<file path="config.mk">
export PLATFORM = sky130hd
export DESIGN_NAME = instr_fetch_stage
export DESIGN_NICKNAME = d
export VERILOG_FILES = /design/src/rtl/riscv_pkg.sv /design/src/rtl/if_id_reg.sv /design/src/rtl/instr_fetch_stage.sv
export SDC_FILE = /design/constraint.sdc
export NUM_CORES = 1
export LEC_CHECK = 0
export CORE_UTILIZATION = 45
export CTS_BUF_LIST = sky130_fd_sc_hd__clkbuf_8
export DETAILED_ROUTE_END_ITERATION = 16
export PLACE_DENSITY = 0.82
export SYNTH_ARGS = -nofsm -noshare
export SYNTH_HDL_FRONTEND = slang
export SYNTH_SLANG_ARGS = --single-unit
</file>
<file path="constraint.sdc">
create_clock -name clk -period 3.8 [get_ports clk]
set_input_delay 0.76 -clock clk [delete_from_list [all_inputs] [get_ports clk]]
set_output_delay 0.76 -clock clk [all_outputs]
set_load 0.05 [all_outputs]
</file>
<file path="src/rtl/riscv_pkg.sv">
// Shared types and constants for the RISC-V front end.
// The fetch-fault predicate lives here so the IF stage and any later checker agree on one definition.
package riscv_pkg;

    localparam int XLEN = 32;
    localparam logic [XLEN-1:0] NOP_INSTR = 32'h0000_0013;

    typedef enum logic [1:0] {
        BOOT,
        RUN,
        HALT
    } if_state_t;

    typedef struct packed {
        logic [XLEN-1:0] instr;
        logic [XLEN-1:0] pc;
        logic            fault;
    } if_id_t;

    // A wrapped pc (after 0xFFFF_FFFC + 4) lands below max_pc, but any pc past the end is caught here.
    function automatic logic fetch_fault(input logic [XLEN-1:0] pc, input logic [XLEN-1:0] max_pc);
        return (pc[1:0] != 2'b00) || (pc > max_pc);
    endfunction

endpackage

</file>
<file path="src/rtl/if_id_reg.sv">
// IF/ID pipeline register: one if_id_t entry plus its valid bit.
// flush wins over load; with neither asserted the entry holds.
module if_id_reg
    import riscv_pkg::*;
(
    input  logic   clk,
    input  logic   rst,
    input  logic   load_i,
    input  logic   flush_i,
    input  if_id_t entry_i,
    output logic   valid_o,
    output if_id_t entry_o
);

    logic   valid_q, valid_d;
    if_id_t entry_q, entry_d;

    always_comb begin
        valid_d = valid_q;
        entry_d = entry_q;
        if (flush_i) begin
            valid_d = 1'b0;
        end else if (load_i) begin
            valid_d = 1'b1;
            entry_d = entry_i;
        end
    end

    always_ff @(posedge clk or posedge rst) begin
        if (rst) begin
            valid_q       <= 1'b0;
            entry_q.instr <= NOP_INSTR;
            entry_q.pc    <= '0;
            entry_q.fault <= 1'b0;
        end else begin
            valid_q <= valid_d;
            entry_q <= entry_d;
        end
    end

    assign valid_o = valid_q;
    assign entry_o = entry_q;

endmodule

</file>
<file path="src/rtl/instr_fetch_stage.sv">
// IF stage: owns the pc, fetches from instructions_mem and hands words to decode over valid/ready.
// Redirects flush the in-flight entry; a faulting fetch parks the stage in HALT until redirected.
module instr_fetch_stage
    import riscv_pkg::*;
#(
    parameter logic [31:0] RESET_PC   = 32'h0000_0000,
    parameter int unsigned IMEM_BYTES = 4096
) (
    input  logic            clk,
    input  logic            rst,
    output logic [XLEN-1:0] imem_addr,
    input  logic [XLEN-1:0] imem_instr,
    input  logic            redirect_valid,
    input  logic [XLEN-1:0] redirect_pc,
    input  logic            id_ready,
    output logic            id_valid,
    output logic [XLEN-1:0] id_instr,
    output logic [XLEN-1:0] id_pc,
    output logic            id_fault
);

    localparam logic [XLEN-1:0] MAX_PC = XLEN'(IMEM_BYTES - 4);

    if_state_t       state_q;
    logic [XLEN-1:0] pc_q;

    logic   fault;
    logic   take_redirect;
    logic   can_capture;
    logic   load;
    logic   flush;
    if_id_t entry_in;
    if_id_t entry_out;

    assign fault         = fetch_fault(pc_q, MAX_PC);
    assign take_redirect = redirect_valid && (state_q != BOOT);
    assign can_capture   = !id_valid || id_ready;

    assign load  = !take_redirect && (state_q == RUN) && can_capture;
    // In HALT the faulting entry is retired on acceptance without a replacement.
    assign flush = take_redirect || ((state_q == HALT) && id_valid && id_ready);

    assign entry_in.instr = fault ? NOP_INSTR : imem_instr;
    assign entry_in.pc    = pc_q;
    assign entry_in.fault = fault;

    always_ff @(posedge clk or posedge rst) begin
        if (rst) begin
            state_q <= BOOT;
            pc_q    <= RESET_PC;
        end else if (take_redirect) begin
            state_q <= RUN;
            pc_q    <= redirect_pc;
        end else begin
            case (state_q)
                BOOT: state_q <= RUN;
                RUN: begin
                    if (can_capture) begin
                        if (fault) begin
                            state_q <= HALT;
                        end else begin
                            pc_q <= pc_q + 32'd4;
                        end
                    end
                end
                HALT:    state_q <= HALT;
                default: state_q <= BOOT;
            endcase
        end
    end

    if_id_reg u_if_id_reg (
        .clk     (clk),
        .rst     (rst),
        .load_i  (load),
        .flush_i (flush),
        .entry_i (entry_in),
        .valid_o (id_valid),
        .entry_o (entry_out)
    );

    assign imem_addr = pc_q;
    assign id_instr  = entry_out.instr;
    assign id_pc     = entry_out.pc;
    assign id_fault  = entry_out.fault;

endmodule

</file>
==> impl_metrics.json, run 1 <==
{
  "status": "finished, final reports clean",
  "h-tree-depth": 3,
  "synth_simple_gate_area_share": 0.157,
  "powerDensity_nw_per_um2": 853,
  "vdd_drop_max_mv": 0.511,
  "dp_hpwl_mm": 7.80,
  "synth_top_family_by_area": "simple AND/OR/NAND/NOR gates",
  "rsz0062_at_grt": "no",
  "hold_violations": 0,
  "diodes": 0,
  "ctsHoldBuffers": 0,
  "cts_post_setup_buffers_inserted": 0,
  "chipWidth_microns": 100,
  "initial_utilization": 0.465,
  "relSlewSlack": 0.461,
  "fin_tns_setup_ns": 0,
  "drt_iter0_drc": 100,
  "grt_first_pass_wirelength_mm": 17.0,
  "crit_start": "id_ready",
  "hp-start": "u_if_id_reg.entry_o[11]$_DFFE_PP0P_",
  "cts_tree": "yes",
  "worstPathRequired_ns": 4.08,
  "synth_xor_area_frac": 0.0183,
  "drv_cap": 0,
  "syn_avg_cell_area_sq_um": 11.0,
  "synthesis.nets": 463,
  "die_h_microns": 100,
  "worstSetupPathType": "in -> reg",
  "tightest_slew_ns": 0.807,
  "finalWirelength_mm": 10.6,
  "post_cts_resized": 0,
  "post-route-util": 0.651,
  "power_leakage_nw": 2.66,
  "viasPerCell": 5.01,
  "crit_path_max_fanout": 30,
  "rows": 35,
  "dpl_worst_slack_ns": 0.958,
  "postPlaceCellArea_sq_um": 5840,
  "crit_path_end_kind": "flip-flop",
  "area_growth_pct": 40.0,
  "grt_pass1_vias": 3314,
  "num_io_pins": 166,
  "coreArea_sq_um": 9280,
  "seqCellArea_sq_um": 2510,
  "clock-sinks": 100,
  "die_area_sq_um": 9990,
  "worstReg2RegStart": "imem_addr[12]$_DFFE_PP0P_",
  "layout_setup_ws_ns": 1.30,
  "cts_inserted_buffers": 9,
  "multiInputGateArea_sq_um": 1470,
  "arrival_ns": 2.78,
  "synth_fa_ha_area_frac": 0.0116,
  "worstSetupStartpointType": "input pin",
  "cts_buffer_depth": 2,
  "finalCritPeriodShare": 0.658,
  "finalClockSkew_ns": 0.0134,
  "yosys_warnings": 0,
  "seq_area_frac_synth": 0.580,
  "fin_area_sq_um": 6050,
  "syn_area_sq_um": 4320,
  "yosys_register_bits": 100,
  "synth_cell_types": 38,
  "port_buffers": 165,
  "groute.usage.overall": 0.220,
  "yosysTopAreaCell": "dfrtp_1",
  "drc": 0,
  "overflow": 0,
  "wl_per_cell_microns": 16.2,
  "drive_gt1_frac": 0.103,
  "clock_latency_ns": 0.35,
  "routabilityCongestion": 0.758,
  "fin_crit_ns": 2.50,
  "max_freq_mhz": 400,
  "async_reset_ff_frac": 1.00,
  "drt-pass1-iter-count": 4,
  "grt_start_max_net_pins": 46,
  "ant_nets": 0,
  "antenna_found_initial": 0,
  "hp-class": "reg -> reg",
  "nFillCells": 753,
  "final_max_slew_viol_count": 0,
  "netlist_top_cells_area": "dfrtp_1, nand2_1, a22o_1, buf_4, mux2_2",
  "root_buffer": "clkbuf_8",
  "synth_edf_count": 0,
  "setup_viol": 0,
  "synth_cells": 391,
  "vias": 3275,
  "clk_pin_slew_worst_paths_ns": 0.08,
  "synth-compound-area-share": 0.0886,
  "synth_top_area_frac": 0.562,
  "finalNetCount": 592,
  "synth.mux.area_fraction": 0.0594,
  "synth-main-ff-cell": "dfrtp_1"
}
==> flip-flops by register name (all words and copies together), names as in the netlist <==
| register | count |
|---|---|
| state_q | 2 |
| imem_addr | 32 |
| u_if_id_reg.valid_o | 1 |
| u_if_id_reg.entry_o | 65 |
==> cell type report <==
cell class	instances	share of cell area
inverter	7	0.00476
sequential	100	0.415
multi-input combinational	233	0.242
tap	129	0.0267
clock buffer	10	0.0228
timing repair buffer	169	0.278
clock inverter	6	0.0108
==> critical path, stage by stage <==
cell and delay [ns]:
clkdlybuf4s50_1 0.51, nand2b_1 0.23, nand2_1 0.20, nor3_1 0.28, and2_2 0.57, a22o_1 0.22
==> synth_stat cells (2+ instances only) <==
cell / instances
a22o_1: 29
and3_1: 3
buf_1: 2
buf_2: 5
buf_4: 32
buf_6: 3
clkbuf_1: 8
dfrtp_1: 97
dfstp_2: 3
ha_1: 4
inv_1: 7
mux2_2: 21
mux2i_1: 2
nand2_1: 112
nand3_1: 4
nor2_1: 4
nor2b_1: 2
nor3_1: 2
nor4_1: 9
nor4_4: 2
nor4b_1: 2
o21ai_0: 3
o21ai_1: 10
o22a_1: 3
xnor2_1: 9
==> cell families after synthesis <==
family | count (synthesis)
AOI/OAI and AO/OA | 50
xor gates and xnor gates | 9
adders and majority gates | 4
buffers and inverters | 58
DFF | 100
muxes | 23
and+or+nand+nor | 147
==> worst paths after layout <==
kind                       cells after the start  slack, ns                                   to
max                                            6       1.30  u_if_id_reg.entry_o[47]$_DFFE_PP0P_
min                                            2       0.48  u_if_id_reg.entry_o[11]$_DFFE_PP0P_
max reg2reg                                    5       1.46  u_if_id_reg.entry_o[47]$_DFFE_PP0P_
min reg2reg                                    2       0.48  u_if_id_reg.entry_o[11]$_DFFE_PP0P_
max in group asynchronous                      3       2.18  u_if_id_reg.entry_o[21]$_DFFE_PP0P_
min in group asynchronous                      2       0.80  u_if_id_reg.entry_o[51]$_DFFE_PP0P_
==> metrics by stage <==
stage / instances / total power [W] / hold WS, ns
finish: 654 / 0.00516 / 0.484
global route: 654 / 0.00544 / 0.504
CTS: 654 / 0.00521 / 0.487
detailed placement: 638 / 0.00452 / 0.462
global placement: 638 / 0.00446 / 0.458
floorplan: 391 / 0.00378 / 0.479
==> layout by cell type, fill, tap and decap left out, drive strengths merged, types with 2 or more instances in the layout <==
cell type,synthesis,routed
inv,7,8
buf,42,4
ha,4,4
dfstp,3,3
clkinv,0,4
nor3,3,3
o22a,3,3
nand2,112,112
nand3,4,4
nor4b,2,2
nor2b,2,2
clkdlybuf4s50,0,165
dfrtp,97,97
and3,3,3
clkbuf,9,10
mux2i,2,2
nand4,2,2
xnor2,9,9
o21ai,13,13
nor2,4,4
mux2,21,21
nor4,12,12
a22o,29,29
a31oi,2,2
==> layer usage <==
layer  vias to the layer above  GRT usage  part of all wire
li1                       1542          -                 -
met1                      1596      0.290              0.44
met3                        10     0.0571             0.070
met2                       127      0.360              0.48
met4                         0     0.0613             0.012
met5                         -          0                 0
==> power by group <==
part | total (W) | switching (W) | internal, W
clock network | 0.000677 | 0.000354 | 0.000323
registers | 0.00176 | 0.000352 | 0.00140
logic | 0.00273 | 0.00181 | 0.000916
Power figures use the tool's default switching activity.
==> run 2, diff against run 1 <==
Clock period 3.8 ns to 2.5 ns, I/O delays scaled along.
==> impl_metrics.json, run 2 (synthesized netlist as in run 1, its figures left out) <==
{
  "crit_chain": "clkdlybuf4s50_1",
  "max_freq_mhz": 458,
  "crit_buf_inv": 1,
  "root_buffer": "clkbuf_8",
  "clock-sinks": 100,
  "rows": 35,
  "clock_latency_ns": 0.35,
  "worstPathRequired_ns": 2.00,
  "worstSetupPathType": "reg -> out",
  "viasPerCell": 5.02,
  "port_buffers": 165,
  "slowest_stage": "clkdlybuf4s50_1",
  "dp_hpwl_mm": 7.53,
  "worstSetupStartpointType": "flip-flop",
  "die_area_sq_um": 9990,
  "rsz0062_at_grt": "no",
  "finalWirelength_mm": 10.5,
  "mostFrequentLayoutCell": "clkdlybuf4s50_1",
  "arrival_ns": 1.68,
  "largest_register_ffs": 65,
  "drt_iter0_drc": 115,
  "final_cell_mix": "clkdlybuf4s50_1, nand2_1, dfrtp_1",
  "status": "finished, final reports clean",
  "final_max_slew_viol_count": 0,
  "wl_per_cell_microns": 15.9,
  "diodes": 0,
  "ctsHoldBuffers": 0,
  "cts_inserted_buffers": 9,
  "antenna_found_initial": 0,
  "groute.usage.overall": 0.216,
  "postPlaceCellArea_sq_um": 5910,
  "fin_area_sq_um": 6110,
  "fin_tns_setup_ns": 0,
  "grt_pass1_vias": 3288,
  "clk_pin_slew_worst_paths_ns": 0.09,
  "hold_violations": 0,
  "layout_setup_ws_ns": 0.317,
  "grt_first_pass_wirelength_mm": 16.8,
  "routabilityCongestion": 0.727,
  "drc": 0,
  "cts_post_setup_buffers_inserted": 0,
  "setup_viol": 0,
  "drt-pass1-iter-count": 4,
  "grt_start_max_net_pins": 100,
  "finalNetCount": 596,
  "h-tree-depth": 3,
  "dpl_worst_slack_ns": 0.123,
  "critPathTopFamily": "buffers and inverters",
  "ant_nets": 0,
  "initial_utilization": 0.465,
  "vias": 3306,
  "num_io_pins": 166,
  "drive_gt1_frac": 0.110,
  "relSlewSlack": 0.637,
  "drv_cap": 0,
  "vdd_drop_max_mv": 0.822,
  "crit_path_max_fanout": 2,
  "finalClockSkew_ns": 0.00774,
  "die_h_microns": 100,
  "post_cts_resized": 0,
  "coreArea_sq_um": 9280,
  "cts_tree": "yes",
  "critPathMaxStageDelay_ns": 0.80,
  "fin_crit_ns": 2.18,
  "area_growth_pct": 41.6,
  "overflow": 0,
  "finalCritPeriodShare": 0.873,
  "tightest_slew_ns": 0.543,
  "hp-class": "in -> async",
  "cts_buffer_depth": 2,
  "chipWidth_microns": 100,
  "powerDensity_nw_per_um2": 1290,
  "crit_path_end_kind": "output pin",
  "power_leakage_nw": 2.67
}
[run 2: worst paths after layout]
kind / from / endpoint / slack (ns) / cells past startpoint
setup / recovery: u_if_id_reg.entry_o[33]$_DFFE_PP1P_ / id_instr[0] / 0.32 / 1
hold / removal: rst / u_if_id_reg.entry_o[45]$_DFFE_PP0P_ / 0.37 / 2
setup reg to reg: imem_addr[12]$_DFFE_PP0P_ / u_if_id_reg.entry_o[45]$_DFFE_PP0P_ / 0.44 / 6
hold reg to reg: u_if_id_reg.entry_o[5]$_DFFE_PP0P_ / u_if_id_reg.entry_o[5]$_DFFE_PP0P_ / 0.48 / 2
max in group asynchronous: rst / u_if_id_reg.entry_o[37]$_DFFE_PP1P_ / 1.42 / 3
min in group clk: u_if_id_reg.entry_o[5]$_DFFE_PP0P_ / u_if_id_reg.entry_o[5]$_DFFE_PP0P_ / 0.48 / 2
[run 2: where the power goes]
group	total, W	switching [W]	internal, W
sequential	0.00266	0.000527	0.00213
clock	0.00103	0.000545	0.000488
combinational	0.00421	0.00276	0.00145
total	0.00791	0.00384	0.00407
[run 2: layout make-up]
| class | instances | area, sq um |
|---|---|---|
| fill | 772 | 3170 |
| sequential | 100 | 2510 |
| multi-input combinational | 233 | 1470 |
| clock buffer | 10 | 138 |
| clock inverter | 6 | 65.1 |
| timing repair buffer | 173 | 1750 |
| inverter | 7 | 30.0 |
| tap | 129 | 161 |
[run 2: layer usage]
| metal | up-vias | track usage | wire, microns |
|---|---|---|---|
| met4 | 0 | 0.0379 | 90 |
| met1 | 1613 | 0.277 | 4570 |
| li1 | 1555 | - | - |
| met2 | 128 | 0.366 | 5000 |
| met5 | - | 0 | 0 |
| met3 | 10 | 0.0655 | 796 |
[run 2: stage by stage]
stage,util,total power [W],hold WS [ns],cells
6_report,0.659,0.00791,0.373,658
2_1_floorplan,-,0.00574,0.479,391
3_5_place_dp,0.637,0.00693,0.461,642
4_1_cts,0.659,0.00799,0.353,658
5_1_grt,0.659,0.00833,0.365,658
3_3_place_gp,0.637,0.00684,0.458,642
==> run 3, diff against run 2 <==
Settings changed: SLEW_MARGIN set to 20.
==> results of run 3 <==
No change in the layout: final DEF, timing and power equal those of run 2.
==> edit 1: new RTL, settings of run 2 <==
Set the package constant `XLEN` to 24 (it was 32).
--- a/src/rtl/riscv_pkg.sv
+++ b/src/rtl/riscv_pkg.sv
@@ -4,3 +4,3 @@
 
-    localparam int XLEN = 32;
+    localparam int XLEN = 24;
     localparam logic [XLEN-1:0] NOP_INSTR = 32'h0000_0013;
Ports: changed (5 resized); port bits go from 166 to 126. The function was not compared with the original's and may differ.
==> edit 1 against run 2 <==
Setup slack worse by 17 ps; area after synthesis is 20% lower; global-route usage is 0.55 points higher; final cell count is 9.3% lower; power is 15% lower; sequential share of layout area is 2.0 points lower; sequential cell count is 24 lower; combinational power is 13% lower; critical path depth stayed put; routed wire length is 18% lower; die area is 20% lower; largest power group unchanged; final area is 20% lower.
==> edit 1: results (changes against run 2) <==
Status
  • Status: finished clean (unchanged)

Route
  • Met2 Routed Length: 3938 µm (was 5001 µm)
  • Wl on met1: 3830 µm (was 4567 µm)
  • DR iter-0 viols: 155 (was 115)

Placed design
  • Inst Count DP: 581 (was 642)
  • GP Congestion: 0.8415 (was 0.7274)
  • Area after DPL: 4684 µm² (was 5912 µm²)

Layout
  • Net count, final: 549 (was 596)
  • Sequential cell area share: 39.00% (was 40.99%)
  • Non-Filler Instances: 597 (was 658)
  • FF+latch count: 76 (was 100)
  • Clk tree area frac: 4.123% (was 3.315%)
  • Count of plain and timing-repair buffers: 136 (was 173)

Global route
  • Met2 usage: 35.33% (was 36.60%)
  • GRT Util Overall: 22.11% (was 21.56%)
  • Met3 Use GR: 5.210% (was 6.546%)
  • Number of global-route vias before repair: 2758 (was 3288)
  • M1 GR Usage: 28.15% (was 27.69%)
  • First-pass GRT wire length: 13220 µm (was 16840 µm)

Critical path
  • Worst setup endpoint: id_instr[4] (was id_instr[0])
  • R2R Path Start: imem_addr[16]$_DFFE_PP0P_ (was imem_addr[12]$_DFFE_PP0P_)
  • R2r setup slk: 330 ps (was 440 ps)
  • RR Endpoint: imem_addr[5]$_DFFE_PP0P_ (was u_if_id_reg.entry_o[45]$_DFFE_PP0P_)

Synth
  • Post-synthesis net count: 448 (was 463)
  • Synth unique cells: 34 (was 38)
  • Synth cell count leaders: nand2_1, dfrtp_1, buf_4, nand3_1, clkbuf_1 (was nand2_1, dfrtp_1, buf_4, a22o_1, mux2_2)
  • Synth area leaders: dfrtp_1, nand2_1, buf_4 (was dfrtp_1, nand2_1, a22o_1)

Hold path
  • HP Class: register to register (was input port to async pin)

Clock network
  • Clock-pin slew on the worst setup and hold paths: 70 ps (was 90 ps)

Timing
  • Worst Tran Pin Value: 546.0 ps (was 542.8 ps)
[edit 1: cell types whose count changed after synthesis, sizes merged, moves of 5 or more]
cell / change
buf: -13
nand2: +46
dfrtp: -24
a31oi: +8
nor4: -9
mux2: -21
or4: +6
nor2: +8
o31ai: +5
nand3: +20
xnor2: -9
clkbuf: +8
a22o: -29
[edit 1: cells by family after synthesis]
kind of cell | synth area share (%)
compound gates | 6.848
buf+inv | 8.551
flops | 55.18
fa+ha+maj | 1.449
simple gates | 27.97
[edit 1: power by group through the flow]
| stage | Clock, µW | Sequential, µW | Combinational (µW) |
|---|---|---|---|
| floorplan | 0 | 2780 | 1930 |
| global placement | 0 | 2070 | 3640 |
| detailed placement | 0 | 2100 | 3690 |
| CTS | 967 | 2080 | 3710 |
| global route | 1020 | 2150 | 3920 |
| finish | 943 | 2080 | 3680 |
==> edit 2: new RTL, settings of run 2 <==
Made on the original files. Make the reset (`rst`) synchronous in 2 clocked blocks.
--- a/src/rtl/if_id_reg.sv
+++ b/src/rtl/if_id_reg.sv
@@ -28,3 +28,3 @@
 
-    always_ff @(posedge clk or posedge rst) begin
+    always_ff @(posedge clk) begin
         if (rst) begin
--- a/src/rtl/instr_fetch_stage.sv
+++ b/src/rtl/instr_fetch_stage.sv
@@ -46,3 +46,3 @@
 
-    always_ff @(posedge clk or posedge rst) begin
+    always_ff @(posedge clk) begin
         if (rst) begin
Formal check against the unedited RTL: differs if rst is asserted again (counterexample within 4 cycles, from zero or initial values and one cycle with rst high); with rst held inactive, the same outputs for 4 cycles.
==> edit 2 against run 2 <==
Routed wire length rose by 18%; power fell by 17%; highest routed layer unchanged; final area rose by 0.72%; area after synthesis fell by 0.90%; core utilization rose by 0.79 points; setup slack got worse by 78 ps; final cell count rose by 22%; synthesized cell count rose by 38%; sequential cell count did not move; fmax fell by 3.4%; clock power rose by 5%.
==> edit 2: results (changes against run 2) <==
Critical path
  • Crit-path max cell delay: 880 ps (was 800 ps)
  • RR Endpoint: imem_addr[2]$_SDFFE_PP0P_ (was u_if_id_reg.entry_o[45]$_DFFE_PP0P_)
  • R2R Path Start: imem_addr[14]$_SDFFE_PP0P_ (was imem_addr[12]$_DFFE_PP0P_)
  • Crit path max fanout: 9 (was 2)
  • WP data arrival: 1760 ps (was 1680 ps)

Placed design
  • GP Congestion: 0.8468 (was 0.7274)
  • HPWL Detailed: 9142 µm (was 7527 µm)

Power
  • Cell Pwr Density: 1069 nW/µm² (was 1293 nW/µm²)
  • Sw frac: 46.30% (was 48.51%)
  • Sequential share of power: 32.6% (was 33.6%)
  • Max VDD drop: 0.6019 mV (was 0.8216 mV)

Global route
  • Met2 usage: 42.74% (was 36.60%)
  • Largest net degree at the start of global routing: 35 (was 100)
  • M1 GR Usage: 29.04% (was 27.69%)
  • First-pass GRT wire length: 19380 µm (was 16840 µm)
  • GRT Util Overall: 24.59% (was 21.56%)

Layout
  • Net count, final: 743 (was 596)
  • Fillers: 762 (was 772)

Synth
  • Synth unique cells: 41 (was 38)
  • Synth cell count leaders: nand2_1, dfxtp_1, a21oi_1, buf_4, clkbuf_1 (was nand2_1, dfrtp_1, buf_4, a22o_1, mux2_2)
  • Post-synthesis net count: 610 (was 463)
  • Synth area leaders: dfxtp_1, nand2_1, a21oi_1 (was dfrtp_1, nand2_1, a22o_1)
  • Post-synthesis sequential area ratio: 46.77% (was 58.02%)

Status
  • Status: finished clean (unchanged)

Route
  • Routed vias: 4251 (was 3306)
  • Post-DR wirelength/cell: 15.38 µm (was 15.89 µm)
  • Detailed Routing Iterations Pass 1: 5 (was 4)

Clock network
  • Worst-Skew Late Latency: 370 ps (was 350 ps)
## edit 2: final cells by class
type | count | area [µm²] | area share [%]
Clock buffer | 9 | 123.9 | 2.011
Inverter | 4 | 15.01 | 0.2438
Tap cell | 129 | 161.4 | 2.621
Timing Repair Buffer | 188 | 1869 | 30.35
Sequential cell | 100 | 2002 | 32.51
Clock inverter | 7 | 86.33 | 1.402
Multi-Input combinational cell | 368 | 1901 | 30.86
## edit 2: per-stage QoR
step / hold WS (ps) / setup slack (ps) / utilization (%) / cells
floorplan: 458.2 / 638.8 / - / 538
global placement: 440.9 / 217.5 / 64.37 / 789
detailed placement: 447.0 / 158.5 / 64.37 / 789
CTS: 460.6 / 226.1 / 66.65 / 805
global route: 482.0 / 175.0 / 66.65 / 805
finish: 456.6 / 239.6 / 66.65 / 805
## edit 2: cell families after synthesis
logic type	Yosys count	share of synthesized area, %
compound gates	133	18.47
fa+ha+maj	4	1.169
buf+inv	70	9.120
flops	100	46.77
mux	2	0.4969
simple gates	229	23.97
## edit 2: how the worst max path moves through the flow
stage / startpoint / end / slack [ps] / cells past startpoint
CTS: imem_addr[7]$_SDFFE_PP0P_ / imem_addr[7] / 230 / 1
global route: imem_addr[7]$_SDFFE_PP0P_ / imem_addr[7] / 170 / 1
global placement: redirect_valid / imem_addr[26]$_SDFFE_PP0P_ / 220 / 5
floorplan: state_q[1]$_SDFFE_PP0P_ / imem_addr[14]$_SDFFE_PP0P_ / 640 / 7
detailed placement: redirect_valid / imem_addr[28]$_SDFFE_PP0P_ / 160 / 5
finish: imem_addr[7]$_SDFFE_PP0P_ / imem_addr[7] / 240 / 1
## edit 2: metal layers
layer  vias to the layer above  share of wire [%]
met3                        22                7.3
met5                         -                  0
met1                      1968                 42
met4                         0                2.2
li1                       2061                  -
met2                       200                 49
